### src/rtl/vram_arb_pkg.sv
// Shared widths and state encoding for the GPU-side VRAM port arbiter.
package vram_arb_pkg;

    localparam int VRAM_AW = 19;
    localparam int VRAM_DW = 16;
    localparam int STAT_W  = 16;

    typedef enum logic {
        ARB_IDLE,
        ARB_OWN
    } arb_state_t;

endpackage

### src/rtl/rr_pick.sv
// Combinational round-robin picker: first requesting index after ptr, wrapping,
// so that ptr itself is the lowest-priority candidate.
module rr_pick #(
    parameter int N  = 3,
    parameter int IW = (N > 1) ? $clog2(N) : 1
) (
    input  logic [N-1:0]  req,
    input  logic [IW-1:0] ptr,
    output logic          found,
    output logic [IW-1:0] index,
    output logic [N-1:0]  onehot
);

    logic [2*N-1:0] dbl;
    logic [N-1:0]   rot;
    logic [IW-1:0]  off;
    logic [IW:0]    sum;

    // rot[k] is the request of index ptr+1+k (mod N)
    assign dbl = {req, req} >> ptr;
    assign rot = dbl[N:1];

    always_comb begin
        found = 1'b0;
        off   = '0;
        for (int k = N - 1; k >= 0; k--) begin
            if (rot[k]) begin
                found = 1'b1;
                off   = IW'(k);
            end
        end
    end

    always_comb begin
        sum = {1'b0, ptr} + (IW + 1)'(1) + {1'b0, off};
        if (sum >= (IW + 1)'(N)) begin
            sum = sum - (IW + 1)'(N);
        end
        index = sum[IW-1:0];
    end

    generate
        for (genvar gi = 0; gi < N; gi++) begin : g_oh
            assign onehot[gi] = found && (index == IW'(gi));
        end
    endgenerate

endmodule

### src/rtl/vram_arbiter.sv
// Round-robin burst arbiter in front of the VRAM controller GPU port.
// Optional per-requester wait statistics are built when VRAM_ARB_STATS_EN is defined.
module vram_arbiter
    import vram_arb_pkg::*;
#(
    parameter int NUM_REQ   = 3,
    parameter int MAX_BURST = 8
) (
    input  logic                        clk,
    input  logic                        rst_n,
    input  logic [NUM_REQ-1:0]          req,
    input  logic [NUM_REQ-1:0]          we,
    input  logic [NUM_REQ*VRAM_AW-1:0]  addr,
    input  logic [NUM_REQ*VRAM_DW-1:0]  wdata,
    output logic [NUM_REQ-1:0]          gnt,
    output logic [NUM_REQ-1:0]          rvalid,
    output logic [VRAM_DW-1:0]          rdata,
    input  logic                        mem_en,
    output logic                        mem_re,
    output logic                        mem_we,
    output logic [VRAM_AW-1:0]          mem_addr,
    output logic [VRAM_DW-1:0]          mem_wdata,
    input  logic [VRAM_DW-1:0]          mem_rdata,
    input  logic                        stat_clr,
    output logic [NUM_REQ*STAT_W-1:0]   stat_wait
);

    localparam int          IW        = $clog2(NUM_REQ);
    localparam logic [7:0]  BURST_MAX = 8'(MAX_BURST);

    arb_state_t             state_reg;
    logic [IW-1:0]          rr_ptr_reg;
    logic [IW-1:0]          owner_reg;
    logic [7:0]             burst_cnt_reg;
    logic [NUM_REQ-1:0]     rvalid_reg;
    logic [VRAM_DW-1:0]     rdata_reg;

    logic                   cont;
    logic                   grant;
    logic [IW-1:0]          pick_ptr;
    logic                   pick_found;
    logic [IW-1:0]          pick_idx;
    logic [NUM_REQ-1:0]     pick_oh;
    logic [IW-1:0]          sel;
    logic                   sel_we;
    logic [VRAM_AW-1:0]     addr_arr  [NUM_REQ];
    logic [VRAM_DW-1:0]     wdata_arr [NUM_REQ];

    generate
        for (genvar gi = 0; gi < NUM_REQ; gi++) begin : g_split
            assign addr_arr[gi]  = addr[gi*VRAM_AW +: VRAM_AW];
            assign wdata_arr[gi] = wdata[gi*VRAM_DW +: VRAM_DW];
        end
    endgenerate

    // While owning, the picker starts after the owner so the owner ranks last on rotation.
    assign cont     = (state_reg == ARB_OWN) && req[owner_reg] && (burst_cnt_reg < BURST_MAX);
    assign pick_ptr = (state_reg == ARB_OWN) ? owner_reg : rr_ptr_reg;

    rr_pick #(.N(NUM_REQ), .IW(IW)) u_pick (
        .req    (req),
        .ptr    (pick_ptr),
        .found  (pick_found),
        .index  (pick_idx),
        .onehot (pick_oh)
    );

    assign grant     = rst_n && mem_en && (cont || pick_found);
    assign sel       = cont ? owner_reg : pick_idx;
    assign sel_we    = we[sel];
    assign mem_we    = grant && sel_we;
    assign mem_re    = grant && !sel_we;
    assign mem_addr  = grant ? addr_arr[sel]  : '0;
    assign mem_wdata = grant ? wdata_arr[sel] : '0;

    generate
        for (genvar gi = 0; gi < NUM_REQ; gi++) begin : g_gnt
            assign gnt[gi] = grant && (cont ? (owner_reg == IW'(gi)) : pick_oh[gi]);
        end
    endgenerate

    always_ff @(posedge clk or negedge rst_n) begin
        if (!rst_n) begin
            state_reg     <= ARB_IDLE;
            rr_ptr_reg    <= IW'(NUM_REQ - 1);
            owner_reg     <= '0;
            burst_cnt_reg <= '0;
            rvalid_reg    <= '0;
            rdata_reg     <= '0;
        end else begin
            rvalid_reg <= '0;
            if (grant && !sel_we) begin
                rvalid_reg <= gnt;
                rdata_reg  <= mem_rdata;
            end
            // A stalled port freezes the whole arbitration state, ownership included.
            if (mem_en) begin
                if (cont) begin
                    burst_cnt_reg <= burst_cnt_reg + 8'd1;
                end else begin
                    if (state_reg == ARB_OWN) begin
                        rr_ptr_reg <= owner_reg;
                    end
                    if (pick_found) begin
                        state_reg     <= ARB_OWN;
                        owner_reg     <= pick_idx;
                        burst_cnt_reg <= 8'd1;
                    end else begin
                        state_reg     <= ARB_IDLE;
                        burst_cnt_reg <= '0;
                    end
                end
            end
        end
    end

    assign rvalid = rvalid_reg;
    assign rdata  = rdata_reg;

`ifdef VRAM_ARB_STATS_EN
    generate
        for (genvar gi = 0; gi < NUM_REQ; gi++) begin : g_stat
            logic [STAT_W-1:0] wait_reg;
            always_ff @(posedge clk or negedge rst_n) begin
                if (!rst_n) begin
                    wait_reg <= '0;
                end else if (stat_clr) begin
                    wait_reg <= '0;
                end else if (req[gi] && !gnt[gi] && (wait_reg != '1)) begin
                    wait_reg <= wait_reg + STAT_W'(1);
                end
            end
            assign stat_wait[gi*STAT_W +: STAT_W] = wait_reg;
        end
    endgenerate
`else
    logic unused_stat_clr;
    assign unused_stat_clr = stat_clr;
    assign stat_wait       = '0;
`endif

endmodule

### config.mk
export PLATFORM = sky130hd
export DESIGN_NAME = vram_arbiter
export DESIGN_NICKNAME = d
export VERILOG_FILES = /design/src/rtl/vram_arb_pkg.sv /design/src/rtl/rr_pick.sv /design/src/rtl/vram_arbiter.sv
export SDC_FILE = /design/constraint.sdc
export NUM_CORES = 1
export LEC_CHECK = 0
export CORE_MARGIN = 2
export CORE_UTILIZATION = 31
export DETAILED_ROUTE_END_ITERATION = 8
export PLACE_DENSITY = 0.9
export SETUP_SLACK_MARGIN = 0.2
export SLEW_MARGIN = 25
export SYNTH_ARGS = -nofsm -noshare
export SYNTH_HDL_FRONTEND = slang
export SYNTH_SLANG_ARGS = --single-unit
export TNS_END_PERCENT = 100
### constraint.sdc
create_clock -name clk -period 6.5 [get_ports clk]
set_input_delay 1.625 -clock clk [delete_from_list [all_inputs] [get_ports clk]]
set_output_delay 1.625 -clock clk [all_outputs]
set_load 0.02 [all_outputs]
==> impl_metrics.env, run 1 <==
export IMPL_status="completed"
export IMPL_fin_skew_ps=13.1
export IMPL_yosysWarnings=0
export IMPL_postLayoutCellArea_sq_um=5630
export IMPL_drive_gt1_share_pct=40.7
export IMPL_layout_min_cycle_time_ps=6280
export IMPL_cts_max_level=2
export IMPL_clk_latency_ps=290
export IMPL_final_nets=684
export IMPL_viasPerCell=4.70
export IMPL_muxShareOfSynthArea_pct=22.4
export IMPL_dp_slack_ps=-778
export IMPL_hold_path_class="reg2reg"
export IMPL_grt_overflow_total=0
export IMPL_grt_pass1_vias=3236
export IMPL_worstMarginPinSlew_ps=610
export IMPL_setup_ws_ps=221
export IMPL_core_sq_um=9330
export IMPL_cts_num_sinks=32
export IMPL_cts_clk_slew_worst_paths_ps=70
export IMPL_synth_xor_area_share_pct=0.585
export IMPL_min_delay_start="rr_ptr_reg[0]$_DFFE_PN0P_"
export IMPL_numCtsBuffers=5
export IMPL_critical_path_arrival_ps=4650
export IMPL_syn_avg_cell_area_sq_um=9.02
export IMPL_dp_cells=655
export IMPL_worstSetupPathType="in2out"
export IMPL_antennaDiodeCount=0
export IMPL_endpoint_kind="output pin"
export IMPL_layout_commonest_cell="clkdlybuf4s50_1"
export IMPL_largest_reg_flops=16
export IMPL_worstPathRequired_ps=4880
export IMPL_synth_compound_area_share_pct=17.7
export IMPL_rows=35
export IMPL_synth_edf_count=0
export IMPL_maxSlewViolCount=0
export IMPL_initial_core_util_pct=32.1
export IMPL_post_dp_hpwl_microns=8740
export IMPL_grt_pass1_wl_microns=16100
export IMPL_antenna_found_initial=0
export IMPL_r2r_start="owner_reg[1]$_DFFE_PN0P_"
export IMPL_grt_max_degree=36
export IMPL_ys_seq_elements=32
export IMPL_wl_per_cell_microns=16.8
export IMPL_gp_congestion=0.884
export IMPL_route_detailed_drc=0
export IMPL_fmax_mhz=159
export IMPL_max_slew_margin_pct=59.3
export IMPL_root_buffer="clkbuf_8"
export IMPL_setup_viol=0
export IMPL_synth_top_family_by_area="multiplexers"
export IMPL_cap_violations=0
export IMPL_dieArea_sq_um=10500
export IMPL_die_h_microns=102
export IMPL_clockBufferDepth=2
export IMPL_track_usage_pct=19.5
export IMPL_cp_startpoint="req[0]"
export IMPL_yosys_area_share_simple_pct=14.0
export IMPL_area_delta_synth_final_pct=88.1
export IMPL_drtPass1Iterations=5
export IMPL_cts_tree="done"
export IMPL_hold_violations=0
export IMPL_ys_flop_type="dfrtp_1"
export IMPL_final_antenna_net_count=0
export IMPL_synth_async_reset_ratio_pct=100
export IMPL_syn_area_sq_um=3000
export IMPL_synthCells=332
export IMPL_die_x_microns=102
export IMPL_final_cells=679
export IMPL_ioPinCount=238
export IMPL_startpoint_type="input port"
export IMPL_rsz0062_at_grt="yes"
export IMPL_crit_path_max_fanout=6
export IMPL_ys_seq_area_share_pct=26.8
export IMPL_mostFrequentLayoutCells="clkdlybuf4s50_1, conb_1, mux2_2, buf_4"
export IMPL_fin_crit_sh_pct=96.6
export IMPL_via_count=3192
export IMPL_placedInstanceArea_sq_um=5100
export IMPL_drt_total_wl_microns=11400
export IMPL_ys_types=49
export IMPL_synthAdderAreaFrac_pct=1.92
export IMPL_drt_iter0_drc=107
export IMPL_port_buffers=188
path summary, 6_finish.rpt:
| kind | end | slack [ps] | cells past startpoint |
|---|---|---|---|
| max | mem_wdata[4] | 220 | 17 |
| min | rr_ptr_reg[0]$_DFFE_PN0P_ | 490 | 2 |
| max reg2reg | rdata[3]$_DFFE_PN0P_ | 1990 | 19 |
| min reg2reg | rr_ptr_reg[0]$_DFFE_PN0P_ | 490 | 2 |
| max in group asynchronous | rr_ptr_reg[1]$_DFFE_PN1P_ | 4350 | 2 |
| min in group asynchronous | rdata[9]$_DFFE_PN0P_ | 1830 | 2 |
layout make-up:
class,instances,area (sq um)
Clock buffer,7,96.3
Sequential cell,32,802
Multi-Input combinational cell,271,2180
Inverter,8,30.0
Clock inverter,1,30.0
Tap cell,129,161
Fill cell,793,3690
Timing Repair Buffer,231,2330
synth_stat cells (3+ instances only):
master / count / area, sq um
o21ai_0: 13 / 65.1
dfrtp_1: 31 / 776
mux2_4: 9 / 135
nand2_1: 15 / 56.3
ha_1: 3 / 37.5
and2_1: 3 / 18.8
mux2_2: 45 / 507
nor3_1: 3 / 15.0
buf_4: 48 / 360
a31oi_1: 3 / 18.8
a22oi_1: 35 / 263
nand3_1: 6 / 30.0
clkbuf_1: 14 / 52.6
inv_1: 8 / 30.0
mux2i_1: 3 / 30.0
buf_2: 4 / 20.0
nor2_1: 51 / 191
logic make-up (layout without fill, tap and decap cells):
group | after synthesis | count (layout)
flip-flops | 32 | 32
XOR/XNOR | 2 | 2
AND/OR/NAND/NOR | 93 | 93
buffers and inverters | 76 | 247
other | 1 | 48
AO/OA/AOI/OAI | 67 | 67
multiplexers | 57 | 57
adder cells (fa/ha/maj) | 4 | 4
worst max-delay path, stage by stage:
cell and delay [ps]:
buf_8 100, a32o_1 250, a31oi_1 160, ha_2 200, inv_2 40, fa_2 450, ha_4 200, or3_4 370
o21ai_4 90, o2bb2ai_4 120, buf_12 160, buf_6 110, buf_8 120, mux2_4 300, a22oi_2 170, nor2_2 70
buf_6 130
through the flow:
step | util (%) | hold WS (ps) | setup TNS, ps
5_1_grt | 60.4 | 517 | 0
3_5_place_dp | 54.7 | 475 | -26520
4_1_cts | 58.1 | 490 | 0
6_report | 60.4 | 490 | 0
2_1_floorplan | - | 446 | 0
3_3_place_gp | 54.7 | 464 | -22490
metal layers:
| layer | wire length (microns) | GRT usage, % | vias up | part of all wire [%] |
|---|---|---|---|---|
| li1 | - | - | 1518 | - |
| met1 | 4420 | 22.1 | 1522 | 39 |
| met3 | 748 | 4.58 | 17 | 6.5 |
| met4 | 162 | 3.90 | 0 | 1.4 |
| met5 | 0 | 0 | - | 0 |
| met2 | 6100 | 37.1 | 135 | 53 |
repair_timing:
action / in CTS / in global routing
hold buffers: 0 / 0
cloned: 3 / 2
pin swaps: 11 / 7
buffers inserted: 10 / 1
setup endpoints to repair: 40 / 37
resized for setup: 207 / 47
Power of run 1 is not shown: default switching activity piles up to over one toggle a cycle in this logic, so the estimate is an artifact.
==> run 2, diff against run 1 <==
CORE_ASPECT_RATIO = 0.6   (was not set)
CORE_UTILIZATION = 34   (was 31)
PLACE_DENSITY = 0.94   (was 0.9)
clock period = 6 ns   (was 6.5 ns; I/O delays follow)
==> run 2 against run 1 <==
  * The run now ends with negative setup slack left
  * Global-route usage up 4.6 points
  * Critical endpoint is now mem_addr[16]
  * First-iteration DRC count up 80%
  * Wire length up 15%
  * Register-to-register slack worse by 530 ps
  * Core utilization up 12 points
  * Sequential share of layout area down 1.2 points
  * Die area down 8.2%
  * Cell count up 1.0%
  * Clock-buffer cell count down 1
==> impl_metrics.env, run 2 (synthesized netlist as in run 1, its figures left out) <==
export IMPL_status="finished, violations left"
export IMPL_violations="negative setup slack"
export IMPL_post_dp_hpwl_microns=8620
export IMPL_critical_path_arrival_ps=4680
export IMPL_largest_reg_flops=16
export IMPL_endpoint="mem_addr[16]"
export IMPL_cts_num_sinks=32
export IMPL_via_count=3409
export IMPL_cts_tree="done"
export IMPL_grt_pass1_wl_microns=18500
export IMPL_layout_commonest_cell="clkdlybuf4s50_1"
export IMPL_port_buffers=188
export IMPL_dieArea_sq_um=9600
export IMPL_ioPinCount=238
export IMPL_final_nets=709
export IMPL_placedInstanceArea_sq_um=5160
export IMPL_startpoint_type="input port"
export IMPL_multi_input_area_sq_um=2340
export IMPL_crit_path_max_fanout=5
export IMPL_drt_total_wl_microns=13100
export IMPL_setup_ws_ps=-181
export IMPL_fin_skew_ps=6.47
export IMPL_wl_per_cell_microns=19.1
export IMPL_hold_violations=0
export IMPL_dp_slack_ps=-963
export IMPL_r2r_cells=20
export IMPL_numCtsBuffers=5
export IMPL_endpoint_kind="output pin"
export IMPL_seqCellArea_sq_um=802
export IMPL_initial_core_util_pct=35.1
export IMPL_crit_chain="buf_8 > a32o_1 > a31oi_1 > ha_2 > inv_2 > fa_1 > ha_2 > or3_4 > o21ai_4 > o2bb2ai_4 > buf_12 > buf_12 > a21oi_4 > buf_12 > buf_16 > buf_4 > buf_4 > a22oi_2 > nor2_2 > buf_6"
export IMPL_root_buffer="clkbuf_16"
export IMPL_setup_viol=36
export IMPL_hold_buffers=0
export IMPL_cts_max_level=2
export IMPL_cp_startpoint="req[0]"
export IMPL_drive_gt1_share_pct=46.0
export IMPL_crit_path_frequent_cell="buf_12"
export IMPL_drtPass1Iterations=4
export IMPL_mostFrequentLayoutCells="clkdlybuf4s50_1, conb_1, buf_6, buf_4, a22oi_2"
export IMPL_rsz0062_at_grt="yes"
export IMPL_gp_congestion=0.920
export IMPL_rows=26
export IMPL_crit_path_top_delay_cell="fa_1"
export IMPL_grt_overflow_total=0
export IMPL_fin_crit_sh_pct=103
export IMPL_r2r_slack_ps=1460
export IMPL_max_slew_margin_pct=63.1
export IMPL_worstPathRequired_ps=4500
export IMPL_clk_latency_ps=280
export IMPL_cap_violations=0
export IMPL_n_fill_cell=555
export IMPL_die_x_microns=125
export IMPL_final_antenna_net_count=0
export IMPL_die_h_microns=76.7
export IMPL_hold_path_class="reg2reg"
export IMPL_maxSlewViolCount=0
export IMPL_cts_clk_slew_worst_paths_ps=50
export IMPL_grt_pass1_vias=3488
export IMPL_worstMarginPinSlew_ps=552
export IMPL_worstSetupPathType="in2out"
export IMPL_layout_min_cycle_time_ps=6180
export IMPL_core_sq_um=8520
export IMPL_grt_max_degree=34
export IMPL_r2r_start="state_reg$_DFFE_PN0P_"
export IMPL_regToRegEndpoint="rdata[6]$_DFFE_PN0P_"
export IMPL_slowest_delay_ps=450
export IMPL_antenna_found_initial=0
export IMPL_route_detailed_drc=0
export IMPL_track_usage_pct=24.0
export IMPL_area_delta_synth_final_pct=105
export IMPL_clockBufferDepth=2
export IMPL_fmax_mhz=162
export IMPL_postLayoutCellArea_sq_um=6150
export IMPL_drt_iter0_drc=193
export IMPL_viasPerCell=4.97
export IMPL_antennaDiodeCount=0
==> run 2: critical path: cells and delay by family <==
kind	cells	cell delay, ps
buffers and inverters	9	1010
adder cells (fa/ha/maj)	3	850
AO/OA/AOI/OAI	6	790
AND/OR/NAND/NOR	2	520
==> run 2: final cells by class <==
class                   count  share of cell area [%]
clock inverters             1                  0.0814
repair buffers            256                    43.9
inverters                   8                   0.550
multi-input cells         271                    38.1
well taps                 112                    2.28
clock buffers               6                    2.10
flip-flops and latches     32                    13.0
==> run 2: worst min path at each step <==
stage	depth (start not counted)	startpoint	slack [ps]	end
floorplan	2	rr_ptr_reg[0]$_DFFE_PN0P_	450	rr_ptr_reg[0]$_DFFE_PN0P_
global placement	2	rr_ptr_reg[0]$_DFFE_PN0P_	470	rr_ptr_reg[0]$_DFFE_PN0P_
detailed placement	1	rdata[2]$_DFFE_PN0P_	490	rdata[2]$_DFFE_PN0P_
CTS	2	rr_ptr_reg[0]$_DFFE_PN0P_	500	rr_ptr_reg[0]$_DFFE_PN0P_
global route	1	rdata[14]$_DFFE_PN0P_	520	rdata[14]$_DFFE_PN0P_
finish	2	rr_ptr_reg[0]$_DFFE_PN0P_	490	rr_ptr_reg[0]$_DFFE_PN0P_
==> run 2: metal layers <==
metal / share of wire [%] / wire, microns / GRT usage [%] / up-vias
li1: - / - / - / 1573
met1: 39 / 5130 / 27.9 / 1693
met2: 55 / 7160 / 46.6 / 118
met3: 4.6 / 608 / 4.61 / 25
met4: 1.6 / 213 / 4.00 / 0
met5: 0 / 0 / 0 / -
==> run 2: timing repair <==
action | in CTS | in global routing
endpoints found under the setup margin | 40 | 40
setup buffers | 31 | 4
pin swaps | 26 | 52
resized for setup | 279 | 63
cloned | 3 | 1
==> run 2: metrics by stage <==
step	TNS (ps)	util, %	hold WS, ps	instances
after floorplan	0	-	446	379
after global placement	-30300	60.5	467	640
after detailed placement	-34750	60.5	493	640
after CTS	-3260	69.2	500	681
after global routing	-6970	72.1	523	686
final	-3170	72.1	492	686
Power of run 2 is left out for the same reason.
==> run 3, diff against run 2 <==
PLACE_DENSITY = 0.83   (was 0.94)
==> run 3 against run 2 <==
  * Flip-flop and latch count unchanged
  * Clock skew down 1.0 ps
  * Final area down 7.7%
  * Cell count down 3.5%
  * First-iteration DRC count down 20%
  * The flow now finishes without violations
  * Maximum frequency up 3.8%
  * Clock-buffer cell count up 2
  * Sequential share of layout area up 1.1 points
  * Via count down 5.6%
  * Largest cell class unchanged
  * Critical path depth down 3
  * Core utilization down 5.6 points
==> impl_metrics.env, run 3 (synthesized netlist as in run 1, its figures left out) <==
export IMPL_track_usage_pct=21.1
export IMPL_r2r_start="state_reg$_DFFE_PN0P_"
export IMPL_endpoint="mem_re"
export IMPL_antenna_found_initial=0
export IMPL_fmax_mhz=168
export IMPL_antennaDiodeCount=0
export IMPL_viasPerCell=4.86
export IMPL_final_antenna_net_count=0
export IMPL_largest_reg_flops=16
export IMPL_dieArea_sq_um=9600
export IMPL_endpoint_kind="output pin"
export IMPL_dp_slack_ps=-905
export IMPL_regToRegEndpoint="rdata[4]$_DFFE_PN0P_"
export IMPL_cap_violations=0
export IMPL_route_detailed_drc=0
export IMPL_grt_max_degree=36
export IMPL_n_fill_cell=677
export IMPL_post_dp_hpwl_microns=8080
export IMPL_fin_skew_ps=5.43
export IMPL_worstPathRequired_ps=4500
export IMPL_placedInstanceArea_sq_um=5130
export IMPL_grt_pass1_vias=3232
export IMPL_cts_tree="done"
export IMPL_rows=26
export IMPL_setup_viol=0
export IMPL_clk_latency_ps=270
export IMPL_seqCellArea_sq_um=802
export IMPL_final_nets=684
export IMPL_drt_total_wl_microns=11300
export IMPL_cts_clk_slew_worst_paths_ps=50
export IMPL_startpoint_type="input port"
export IMPL_grt_overflow_total=0
export IMPL_area_delta_synth_final_pct=89.4
export IMPL_postLayoutCellArea_sq_um=5670
export IMPL_multi_input_area_sq_um=2230
export IMPL_clockBufferDepth=2
export IMPL_drt_iter0_drc=155
export IMPL_layout_min_cycle_time_ps=5960
export IMPL_crit_path_max_fanout=4
export IMPL_grt_pass1_wl_microns=16700
export IMPL_mostFrequentLayoutCells="clkdlybuf4s50_1, conb_1, mux2_2, buf_4, nor2_2"
export IMPL_die_x_microns=125
export IMPL_worstMarginPinSlew_ps=508
export IMPL_rsz0062_at_grt="yes"
export IMPL_setup_ws_ps=43.0
export IMPL_max_slew_margin_pct=66.0
export IMPL_r2r_slack_ps=1640
export IMPL_drtPass1Iterations=4
export IMPL_initial_core_util_pct=35.1
export IMPL_root_buffer="clkbuf_16"
export IMPL_cp_startpoint="req[0]"
export IMPL_drive_gt1_share_pct=42.2
export IMPL_cts_num_sinks=32
export IMPL_layout_commonest_cell="clkdlybuf4s50_1"
export IMPL_hold_path_class="reg2reg"
export IMPL_cts_max_level=2
export IMPL_hold_buffers=0
export IMPL_r2r_cells=19
export IMPL_hold_violations=0
export IMPL_die_h_microns=76.7
export IMPL_core_sq_um=8520
export IMPL_ioPinCount=238
export IMPL_status="completed"
export IMPL_worstSetupPathType="in2out"
export IMPL_gp_congestion=0.825
export IMPL_wl_per_cell_microns=17.0
export IMPL_maxSlewViolCount=0
export IMPL_numCtsBuffers=5
export IMPL_fin_crit_sh_pct=99.3
export IMPL_port_buffers=188
export IMPL_critical_path_arrival_ps=4460
export IMPL_via_count=3218
-- run 3: cell types whose count changed in the layout (fill, tap and decap cells not counted), sizes merged --
| cell | before | now |
|---|---|---|
| clkbuf | 8 | 12 |
| buf | 109 | 81 |
| clkdlybuf4s15 | 0 | 1 |
| clkinv | 1 | 0 |
-- run 3: worst min path at each step --
stage,start,endpoint,slack (ps),depth (start not counted)
final,rdata[4]$_DFFE_PN0P_,rdata[4]$_DFFE_PN0P_,500,1
after detailed placement,burst_cnt_reg[7]$_DFFE_PN0P_,burst_cnt_reg[7]$_DFFE_PN0P_,490,2
after global placement,rr_ptr_reg[0]$_DFFE_PN0P_,rr_ptr_reg[0]$_DFFE_PN0P_,470,2
after global routing,rdata[6]$_DFFE_PN0P_,rdata[6]$_DFFE_PN0P_,510,1
after CTS,rdata[4]$_DFFE_PN0P_,rdata[4]$_DFFE_PN0P_,500,1
after floorplan,rr_ptr_reg[0]$_DFFE_PN0P_,rr_ptr_reg[0]$_DFFE_PN0P_,450,2
-- run 3: final cells by class --
class                      count  share of cell area, %
timing repair buffer         231                   41.0
multi-input combinational    271                   39.2
sequential                    32                   14.1
clock buffer                   8                   2.58
tap                          112                   2.47
inverter                       8                  0.596
-- run 3: repair_timing --
action / CTS / global route
setup endpoints to repair: 40 / 40
pin swaps: 11 / 11
setup buffers: 8 / 2
hold endpoints to repair: 0 / 0
gates resized for setup: 243 / 39
cloned: 0 / 5
-- run 3: per-layer routing --
layer	GRT usage [%]	up-vias	part of all wire, %
met4	4.22	0	1.4
li1	-	1519	-
met5	0	-	0
met2	39.2	119	54
met1	25.3	1566	40
met3	4.33	14	4.8
-- run 3: critical path, cell delays in order --
cell and delay (ps):
buf_8 100, a32o_1 250, a31oi_1 170, ha_2 200, inv_2 30, fa_2 440
ha_4 190, or3_4 370, o21ai_4 100, o2bb2ai_4 110, buf_6 140, buf_6 100
mux2i_2 150, buf_4 150, o211ai_4 200, clkinvlp_4 120, buf_6 130
-- run 3: through the flow --
step	instances	utilization (%)	setup TNS [ps]	hold WS, ps
floorplan	379	-	0	446
global placement	639	60.2	-30150	466
detailed placement	639	60.2	-33290	488
CTS	655	63.3	-648	505
global route	662	66.6	-478	512
finish	662	66.6	0	504
Power of run 3 is left out for the same reason.
